<file path="src/rtl/sram_march_bist_pkg.sv">
// Shared widths, March C- state encoding and per-element helpers for the SRAM BIST.
// The optional first-failure diagnostics are controlled by the BIST_DIAG_EN macro in the top.
package sram_march_bist_pkg;

  localparam int SRAM_ADDR_WIDTH = 8;
  localparam int SRAM_WORD_WIDTH = 4;
  localparam int SRAM_DEPTH      = 1 << SRAM_ADDR_WIDTH;

  localparam logic [SRAM_WORD_WIDTH-1:0] BIST_D0 = '0;
  localparam logic [SRAM_WORD_WIDTH-1:0] BIST_D1 = '1;

  typedef enum logic [3:0] {
    BIST_IDLE  = 4'd0,
    BIST_M0    = 4'd1,
    BIST_M1    = 4'd2,
    BIST_M2    = 4'd3,
    BIST_M3    = 4'd4,
    BIST_M4    = 4'd5,
    BIST_M5    = 4'd6,
    BIST_FLUSH = 4'd7,
    BIST_DONE  = 4'd8
  } bist_state_e;

  function automatic logic elem_ascending(input bist_state_e s);
    return !(s == BIST_M3 || s == BIST_M4);
  endfunction

  // Elements that visit each address twice: read then write.
  function automatic logic elem_is_rw(input bist_state_e s);
    return (s == BIST_M1 || s == BIST_M2 || s == BIST_M3 || s == BIST_M4);
  endfunction

  function automatic logic elem_rd_ones(input bist_state_e s);
    return (s == BIST_M2 || s == BIST_M4);
  endfunction

  function automatic logic elem_wr_ones(input bist_state_e s);
    return (s == BIST_M1 || s == BIST_M3);
  endfunction

  function automatic bist_state_e elem_next(input bist_state_e s);
    case (s)
      BIST_M0: return BIST_M1;
      BIST_M1: return BIST_M2;
      BIST_M2: return BIST_M3;
      BIST_M3: return BIST_M4;
      BIST_M4: return BIST_M5;
      BIST_M5: return BIST_FLUSH;
      default: return BIST_IDLE;
    endcase
  endfunction

endpackage

</file>
<file path="src/rtl/bist_addr_gen.sv">
// Loadable up/down address counter for the March BIST, with a terminal-count flag
// that reflects the currently selected direction.
module bist_addr_gen #(
  parameter int ADDR_WIDTH = 8
) (
  input  logic                  clk,
  input  logic                  rst_n,
  input  logic                  load_i,
  input  logic [ADDR_WIDTH-1:0] load_val_i,
  input  logic                  en_i,
  input  logic                  up_i,
  output logic [ADDR_WIDTH-1:0] addr_o,
  output logic                  tc_o
);

  localparam logic [ADDR_WIDTH-1:0] ADDR_LO = '0;
  localparam logic [ADDR_WIDTH-1:0] ADDR_HI = '1;

  logic [ADDR_WIDTH-1:0] cnt_q, cnt_d;

  always_comb begin
    cnt_d = cnt_q;
    if (load_i) begin
      cnt_d = load_val_i;
    end else if (en_i) begin
      cnt_d = up_i ? cnt_q + ADDR_WIDTH'(1) : cnt_q - ADDR_WIDTH'(1);
    end
  end

  always_ff @(posedge clk or negedge rst_n) begin
    if (!rst_n) begin
      cnt_q <= '0;
    end else begin
      cnt_q <= cnt_d;
    end
  end

  assign addr_o = cnt_q;
  assign tc_o   = up_i ? (cnt_q == ADDR_HI) : (cnt_q == ADDR_LO);

endmodule

</file>
<file path="src/rtl/sram_march_bist.sv">
// March C- BIST controller for the single-port SRAM: drives address/data/we, compares
// registered read data one cycle later. Define BIST_DIAG_EN to build first-failure capture.
module sram_march_bist
  import sram_march_bist_pkg::*;
#(
  parameter int ADDR_WIDTH = SRAM_ADDR_WIDTH,
  parameter int WORD_WIDTH = SRAM_WORD_WIDTH
) (
  input  logic                  clk,
  input  logic                  rst_n,
  input  logic                  start,
  output logic [ADDR_WIDTH-1:0] ram_addr,
  output logic [WORD_WIDTH-1:0] ram_data_in,
  output logic                  ram_we,
  input  logic [WORD_WIDTH-1:0] ram_data_out,
  output logic                  busy,
  output logic                  done,
  output logic                  pass,
  output logic [7:0]            fail_count,
  output logic [ADDR_WIDTH-1:0] fail_addr,
  output logic [WORD_WIDTH-1:0] fail_exp,
  output logic [WORD_WIDTH-1:0] fail_act
);

  localparam logic [WORD_WIDTH-1:0] D0      = '0;
  localparam logic [WORD_WIDTH-1:0] D1      = '1;
  localparam logic [ADDR_WIDTH-1:0] ADDR_LO = '0;
  localparam logic [ADDR_WIDTH-1:0] ADDR_HI = '1;

  bist_state_e           state_q, state_d;
  logic                  wr_phase_q, wr_phase_d;
  logic                  addr_load, addr_en, addr_up, addr_tc;
  logic [ADDR_WIDTH-1:0] addr_load_val, addr;
  logic                  rd_cycle, start_acc, miscompare;
  logic [WORD_WIDTH-1:0] rd_exp;
  logic                  exp_vld_p1_q;
  logic [WORD_WIDTH-1:0] exp_word_p1_q;
  logic [7:0]            fail_count_q;

  bist_addr_gen #(
    .ADDR_WIDTH (ADDR_WIDTH)
  ) u_addr_gen (
    .clk        (clk),
    .rst_n      (rst_n),
    .load_i     (addr_load),
    .load_val_i (addr_load_val),
    .en_i       (addr_en),
    .up_i       (addr_up),
    .addr_o     (addr),
    .tc_o       (addr_tc)
  );

  always_comb begin
    state_d       = state_q;
    wr_phase_d    = wr_phase_q;
    addr_load     = 1'b0;
    addr_load_val = ADDR_LO;
    addr_en       = 1'b0;
    addr_up       = elem_ascending(state_q);
    ram_we        = 1'b0;
    ram_data_in   = D0;
    rd_cycle      = 1'b0;
    rd_exp        = D0;
    start_acc     = 1'b0;
    unique case (state_q)
      BIST_IDLE, BIST_DONE: begin
        if (start) begin
          start_acc     = 1'b1;
          state_d       = BIST_M0;
          wr_phase_d    = 1'b0;
          addr_load     = 1'b1;
          addr_load_val = ADDR_LO;
        end
      end
      BIST_M0: begin
        ram_we  = 1'b1;
        addr_en = 1'b1;
        if (addr_tc) begin
          state_d       = elem_next(state_q);
          addr_load     = 1'b1;
          addr_load_val = ADDR_LO;
        end
      end
      BIST_M1, BIST_M2, BIST_M3, BIST_M4: begin
        if (!wr_phase_q) begin
          rd_cycle   = 1'b1;
          rd_exp     = elem_rd_ones(state_q) ? D1 : D0;
          wr_phase_d = 1'b1;
        end else begin
          ram_we      = 1'b1;
          ram_data_in = elem_wr_ones(state_q) ? D1 : D0;
          wr_phase_d  = 1'b0;
          addr_en     = 1'b1;
          // The next element's direction decides which end the counter reloads to.
          if (addr_tc) begin
            state_d       = elem_next(state_q);
            addr_load     = 1'b1;
            addr_load_val = elem_ascending(elem_next(state_q)) ? ADDR_LO : ADDR_HI;
          end
        end
      end
      BIST_M5: begin
        rd_cycle = 1'b1;
        rd_exp   = D0;
        addr_en  = 1'b1;
        if (addr_tc) begin
          state_d       = BIST_FLUSH;
          addr_load     = 1'b1;
          addr_load_val = ADDR_LO;
        end
      end
      BIST_FLUSH: begin
        state_d = BIST_DONE;
      end
      default: begin
        state_d    = BIST_IDLE;
        wr_phase_d = 1'b0;
      end
    endcase
  end

  always_ff @(posedge clk or negedge rst_n) begin
    if (!rst_n) begin
      state_q    <= BIST_IDLE;
      wr_phase_q <= 1'b0;
    end else begin
      state_q    <= state_d;
      wr_phase_q <= wr_phase_d;
    end
  end

  // Stage p1: expected word registered alongside the read address; RAM data arrives here.
  always_ff @(posedge clk or negedge rst_n) begin
    if (!rst_n) begin
      exp_vld_p1_q <= 1'b0;
    end else begin
      exp_vld_p1_q <= rd_cycle;
    end
  end

  always_ff @(posedge clk) begin
    exp_word_p1_q <= rd_exp;
  end

  assign miscompare = exp_vld_p1_q && (ram_data_out != exp_word_p1_q);

  always_ff @(posedge clk or negedge rst_n) begin
    if (!rst_n) begin
      fail_count_q <= 8'd0;
    end else if (start_acc) begin
      fail_count_q <= 8'd0;
    end else if (miscompare && fail_count_q != 8'hFF) begin
      fail_count_q <= fail_count_q + 8'd1;
    end
  end

`ifdef BIST_DIAG_EN
  logic [ADDR_WIDTH-1:0] exp_addr_p1_q;
  logic [ADDR_WIDTH-1:0] fail_addr_q;
  logic [WORD_WIDTH-1:0] fail_exp_q, fail_act_q;

  always_ff @(posedge clk) begin
    exp_addr_p1_q <= addr;
  end

  // A zero count marks the first miscompare since the last accepted start.
  always_ff @(posedge clk or negedge rst_n) begin
    if (!rst_n) begin
      fail_addr_q <= '0;
      fail_exp_q  <= '0;
      fail_act_q  <= '0;
    end else if (start_acc) begin
      fail_addr_q <= '0;
      fail_exp_q  <= '0;
      fail_act_q  <= '0;
    end else if (miscompare && fail_count_q == 8'd0) begin
      fail_addr_q <= exp_addr_p1_q;
      fail_exp_q  <= exp_word_p1_q;
      fail_act_q  <= ram_data_out;
    end
  end

  assign fail_addr = fail_addr_q;
  assign fail_exp  = fail_exp_q;
  assign fail_act  = fail_act_q;
`else
  assign fail_addr = '0;
  assign fail_exp  = '0;
  assign fail_act  = '0;
`endif

  assign ram_addr   = addr;
  assign busy       = (state_q != BIST_IDLE) && (state_q != BIST_DONE);
  assign done       = (state_q == BIST_DONE);
  assign pass       = done && (fail_count_q == 8'd0);
  assign fail_count = fail_count_q;

endmodule
</file>
<file path="config.mk">
export PLATFORM = sky130hd
export DESIGN_NAME = sram_march_bist
export DESIGN_NICKNAME = d
export VERILOG_FILES = /design/src/rtl/sram_march_bist_pkg.sv /design/src/rtl/bist_addr_gen.sv /design/src/rtl/sram_march_bist.sv
export SDC_FILE = /design/constraint.sdc
export NUM_CORES = 1
export LEC_CHECK = 0
export ABC_AREA = 0
export CORE_MARGIN = 4
export CORE_UTILIZATION = 30
export CTS_BUF_LIST = sky130_fd_sc_hd__clkbuf_4
export DETAILED_ROUTE_END_ITERATION = 7
export PLACE_DENSITY_LB_ADDON = 0.3
export SYNTH_ARGS = -nofsm -noshare
export SYNTH_HDL_FRONTEND = slang
export SYNTH_SLANG_ARGS = --single-unit
</file>
<file path="constraint.sdc">
create_clock -name clk -period 6.75 [get_ports clk]
set_clock_uncertainty 0.15 [all_clocks]
set_input_delay 0.675 -clock clk [delete_from_list [all_inputs] [get_ports clk]]
set_output_delay 0.675 -clock clk [all_outputs]
set_load 0.02 [all_outputs]
</file>
==> impl_metrics.py, run 1 <==
metrics = {
    "pwr": {
        "p_comb_share_pct": 56.2,
        "p_int_w": 0.0003837,
        "power.clock.fraction_pct": 9.2,
        "peakVddDrop_mv": 0.1687,
        "swShare_pct": 47.72,
        "power-per-cell-area_mw_per_mm2": 345.1,
        "seqPwrFrac_pct": 34.6,
        "p_leak_nw": 0.9154,
        "switching_power_w": 0.0003503,
    },
    "global_route": {
        "met3_usage_pct": 2.882,
        "grt-busiest-layer": "met2",
        "grt_pass1_vias": 1500,
        "grt_util_met2_pct": 18.57,
        "grt_pass1_wl_um": 7396,
        "met1_usage_pct": 17.61,
        "grt_overflow": 0,
        "gr-usage-all-layers_pct": 12.17,
        "grt_max_degree": 23,
        "antenna_found_initial": 0,
    },
    "clock_network": {
        "holdBufCountCts": 0,
        "postCtsSetupRepairBufs": 0,
        "clockRootBuffer": "clkbuf_4",
        "h-tree-depth": 1,
        "clk_latency_ns": 0.32,
        "cts_buffers": 3,
        "cts_resized": 0,
        "cts_tree": "done",
        "cts_buffer_depth": 2,
        "clock-sinks": 23,
        "clk_pin_slew_ns": 0.15,
    },
    "setup_path": {
        "endpoint_kind": "primary output",
        "crit_fanout": 18,
        "critPathTopFamily": "simple AND/OR/NAND/NOR gates",
        "critPathBufInv": 2,
        "cp-start-kind": "flop",
        "cp_slowest_cell": "clkdlybuf4s50_1",
        "cp_cell_sequence": "nor3_1 -> inv_1 -> nor2_1 -> and3_1 -> clkdlybuf4s50_1",
        "cp.arrival_ns": 2.48,
        "cp_slowest_stage_delay_ns": 0.60,
        "worstPathRequired_ns": 5.92,
        "path_class": "flop to primary output",
    },
    "die": {
        "start_util_pct": 30.85,
        "core_area_mm2": 0.005921,
        "fp.dieW_um": 86.04,
        "ioPinCount": 47,
        "fp.dieH_um": 86.04,
        "core.rowCount": 28,
        "die-area_mm2": 0.007402,
    },
    "routing": {
        "first_pass_iters": 5,
        "drc_errors": 0,
        "vias_per_cell": 5.146,
        "drt_iter0_drc": 114,
        "routed_wirelength_um": 4306,
        "vias": 1621,
        "routedWlPerCell_um": 13.67,
        "detail-route-antenna-nets": 0,
    },
    "synthesis": {
        "muxShareOfSynthArea_pct": 2.808,
        "synthAdderAreaFrac_pct": 6.575,
        "synth-xor-area-share_pct": 2.877,
        "synth.cell_area_mm2": 0.001827,
        "synth_compound_area_share_pct": 16.51,
        "synth_edf_count": 0,
        "ys_ff_latch": 23,
        "synth_top_family_by_area": "simple AND/OR/NAND/NOR gates",
        "yosys.area_share.simple_pct": 28.22,
        "netlist_instances": 217,
        "syn_avg_cell_area_um2": 8.418,
        "ys_warn_count": 0,
        "ys.flop_type": "dfrtp_1",
        "synthDistinctLibCells": 51,
        "synthArstFlopShare_pct": 95.65,
        "synth_seq_area_share_pct": 31.23,
    },
    "cells_and_area": {
        "final_common_cell": "clkdlybuf4s50_1",
        "seqCellArea_um2": 570.5,
        "drive_above_1_share_pct": 4.167,
        "nets": 257,
        "n_antenna_cell": 0,
        "fillers": 631,
        "final_cell_mix": "clkdlybuf4s50_1 (30), nor2_1 (23), dfrtp_1 (22)",
        "areaGrowthSynthToFinish_pct": 16.44,
        "multi_input_area_mm2": 0.001101,
    },
    "place": {
        "dpl.hpwl_um": 3121,
        "portBuffers": 30,
        "gp_congestion": 0.8666,
        "place_ws_ns": 3.617,
    },
    "sta": {
        "tns_ns": 0,
        "finalSetupViolCount": 0,
        "final.setup.worst_slack_ns": 3.447,
        "worst_pin_slew_ns": 1.062,
        "max-slew-margin-rel_pct": 28.98,
        "period_minus_slack_ns": 3.303,
        "slew_violations": 0,
        "fmax_mhz": 302.8,
        "fin_crit_sh_pct": 48.93,
        "grt_setup_unrepaired": "false",
        "hold_viol_final": 0,
    },
    "flow_run": {
        "maxCapViolCount": 0,
    },
    "min_path": {
        "hold_class": "flop to flop",
    },
    "run_status": {
        "status": "finished, final reports clean",
    },
}
per-stage QoR:
step           total power, W  instance area [um^2]  instances  hold slack, ns  utilization [%]
6_report            0.0007340                  2127        315          0.4566            35.93
5_1_grt             0.0008100                  2127        315          0.5063            35.93
4_1_cts             0.0007423                  2127        315          0.4584            35.93
3_5_place_dp        0.0006693                  2100        311          0.4374            35.46
3_3_place_gp        0.0006697                  2100        311          0.4357            35.46
2_1_floorplan       0.0005341                  1883        232          0.2294                -
layer usage:
| layer | up-vias | wire, um |
|---|---|---|
| li1 | 812 | - |
| met1 | 761 | 2125 |
| met2 | 46 | 1907 |
| met3 | 2 | 249 |
| met4 | 0 | 23 |
| met5 | - | 0 |
cells by family (layout without fill, tap and decap cells):
| group | after synthesis | in the layout |
|---|---|---|
| AOI/OAI and AO/OA | 45 | 45 |
| other | 1 | 16 |
| buffers and inverters | 35 | 43 |
| DFF | 23 | 23 |
| adders and majority gates | 9 | 9 |
| and+or+nand+nor | 93 | 93 |
| xor gates and xnor gates | 6 | 6 |
| muxes | 5 | 5 |
worst paths after layout:
kind                                     from                   end  slack (ns)  cells after the start
worst max-delay path               state_q[2]                  pass        3.45                      5
worst min-delay path            fail_count[6]         fail_count[6]        0.46                      2
worst max register to register     state_q[2]  u_addr_gen.addr_o[5]        3.58                      7
worst min register to register  fail_count[6]         fail_count[6]        0.46                      2
max in group asynchronous               rst_n  u_addr_gen.addr_o[4]        5.04                      1
min in group asynchronous               rst_n            wr_phase_q        0.76                      1
cell usage after synthesis, drive strengths merged, types with 5 or more instances:
cell,n,area [um^2]
o21ai,10,50.05
nand3,9,45.04
nand2,10,37.54
nand4,9,56.30
a21oi,15,75.07
xnor2,5,43.79
nor3,5,25.02
dfrtp,22,550.5
clkbuf,5,18.77
inv,9,33.78
nor2,23,86.33
buf,21,158.9
or3,5,31.28
ha,8,100.1
power groups by stage:
stage | Clock [W] | Sequential [W] | Combinational (W)
final | 0.0000675 | 0.000254 | 0.000413
after global routing | 0.0000797 | 0.000267 | 0.000464
after CTS | 0.0000733 | 0.000253 | 0.000416
after detailed placement | 0 | 0.000255 | 0.000414
after global placement | 0 | 0.000256 | 0.000414
after floorplan | 0 | 0.000255 | 0.000279
flip-flops by register name (all words and copies together), names as in the netlist:
register,cells
fail_count,8
u_addr_gen.addr_o,8
state_q,4
exp_vld_p1_q,1
exp_word_p1_q,1
wr_phase_q,1
worst reg2reg max path, cell delays in order (launching register included):
cell     delay (ns)
dfrtp_1        0.68
nor3b_2        0.72
ha_1           0.42
and2_1         0.20
a31o_2         0.23
or4_1          0.46
nand4_1        0.11
a21oi_1        0.08
final cells by class:
type                    instances  share of cell area [%]
clock buffers                   3                   1.059
clock inverters                 1                  0.2353
inverters                       9                   1.588
multi-input cells             174                   51.76
flip-flops and latches         23                   26.82
well taps                      75                   4.412
repair buffers                 30                   14.12
Note: power is estimated with default switching activity, not from simulation.
==> inputs of run 2 (changes only) <==
Clock period 6.75 ns to 3.4 ns, I/O delays scaled along.
==> run 2 against run 1 <==
Cell count is 1.3% higher. Sequential power is 95% higher. Register-to-register slack worse by 3.0 ns. Final area is 1.4% higher. Combinational power is 99% higher. Critical path type unchanged.
==> impl_metrics.py, run 2 (synthesis results as in run 1) <==
metrics = {
    "clock_network": {
        "cts_buffer_depth": 2,
        "postCtsSetupRepairBufs": 0,
        "cts_buffers": 3,
        "clock-sinks": 23,
        "clk_latency_ns": 0.33,
        "cts_resized": 0,
        "cts_tree": "done",
        "h-tree-depth": 1,
        "holdBufCountCts": 0,
        "clk_pin_slew_ns": 0.15,
        "clockRootBuffer": "clkbuf_4",
    },
    "global_route": {
        "antenna_found_initial": 0,
        "grt_pass1_vias": 1523,
        "gr-usage-all-layers_pct": 12.33,
        "grt_pass1_wl_um": 7348,
        "grt_overflow": 0,
        "grt_max_degree": 23,
    },
    "routing": {
        "dr_wl_met2_um": 1927,
        "wl_met3_um": 262,
        "highest_layer": "met4",
        "drt-met1-wl_um": 2054,
        "drc_errors": 0,
        "detail-route-antenna-nets": 0,
        "vias": 1634,
        "drt_iter0_drc": 110,
        "first_pass_iters": 4,
        "routedWlPerCell_um": 13.47,
        "routed_wirelength_um": 4296,
        "vias_per_cell": 5.122,
    },
    "setup_path": {
        "cp-start-kind": "flop",
        "cp.arrival_ns": 2.39,
        "crit_start": "state_q[1]",
        "worstPathRequired_ns": 2.91,
        "path_class": "flop to primary output",
        "crit_fanout": 15,
        "endpoint_kind": "primary output",
        "regToRegStartpoint": "state_q[1]",
    },
    "cells_and_area": {
        "layoutNonFillerInstCount": 319,
        "final_common_cell": "clkdlybuf4s50_1",
        "drive_above_1_share_pct": 5.738,
        "utilization_pct": 36.43,
        "n_antenna_cell": 0,
        "final_cell_mix": "clkdlybuf4s50_1 (30), nor2_1 (23), dfrtp_1 (22)",
        "areaGrowthSynthToFinish_pct": 18.08,
        "nets": 261,
    },
    "sta": {
        "period_minus_slack_ns": 2.878,
        "hold_viol_final": 0,
        "grt_setup_unrepaired": "false",
        "tns_ns": 0,
        "slew_violations": 0,
        "fin_crit_sh_pct": 84.65,
        "fmax_mhz": 347.4,
        "max-slew-margin-rel_pct": 58.05,
        "worst_pin_slew_ns": 0.6280,
        "finalSetupViolCount": 0,
    },
    "place": {
        "portBuffers": 30,
        "dpl.hpwl_um": 3116,
        "gp_congestion": 0.7759,
        "place_inst": 315,
    },
    "run_status": {
        "status": "finished, final reports clean",
    },
    "die": {
        "core_area_mm2": 0.005921,
        "ioPinCount": 47,
        "fp.dieH_um": 86.04,
        "start_util_pct": 30.85,
        "core.rowCount": 28,
        "die-area_mm2": 0.007402,
        "fp.dieW_um": 86.04,
    },
    "pwr": {
        "power-per-cell-area_mw_per_mm2": 677.0,
        "peakVddDrop_mv": 0.3596,
        "p_leak_nw": 0.9365,
    },
    "flow_run": {
        "maxCapViolCount": 0,
    },
    "min_path": {
        "hold_class": "input pin to async pin",
    },
}
run 2: cell types whose count changed in the layout (fill, tap and decap cells not counted):
cell,before,now
buf_4,0,4
run 2: routing by layer:
layer	GRT usage [%]	vias to the layer above
met5	0	-
met1	16.71	758
met4	3.597	0
li1	-	818
met3	2.594	4
met2	19.69	54
run 2: cell type report:
type,instances,area (um^2)
clock buffers,3,22.52
repair buffers,34,330.3
flip-flops and latches,23,570.5
fillers,598,3764
multi-input cells,174,1101
inverters,9,33.78
well taps,75,93.84
clock inverters,1,5.005
run 2: final timing paths:
| check | to | slack [ns] | cells past startpoint |
|---|---|---|---|
| worst max-delay path | ram_data_in[0] | 0.52 | 3 |
| worst min-delay path | wr_phase_q | 0.20 | 2 |
| worst max register to register | u_addr_gen.addr_o[5] | 0.58 | 7 |
| worst min register to register | fail_count[6] | 0.46 | 2 |
| max in group asynchronous | u_addr_gen.addr_o[7] | 2.66 | 2 |
| min in group clk | fail_count[6] | 0.46 | 2 |
run 2: where the power goes:
part	internal, W	switching, W
Clock	0.0000443	0.0000988
Sequential	0.000351	0.000144
Combinational	0.000368	0.000454
run 2: per-stage QoR:
step           hold slack, ns  setup WS [ns]  area, um^2  total power, W
6_report               0.2008         0.5218        2157        0.001460
5_1_grt                0.2199         0.2532        2157        0.001606
4_1_cts                0.2051         0.4523        2157        0.001481
3_5_place_dp           0.4390         0.6200        2130        0.001331
3_3_place_gp           0.4391         0.6795        2130        0.001327
2_1_floorplan         -0.1056         0.7272        1883        0.001060
run 2: critical path, stage by stage, from the launching register on:
cell and delay, ns:
dfrtp_1 0.66, xnor2_1 0.14, nor4b_1 0.54, clkdlybuf4s50_1 0.72
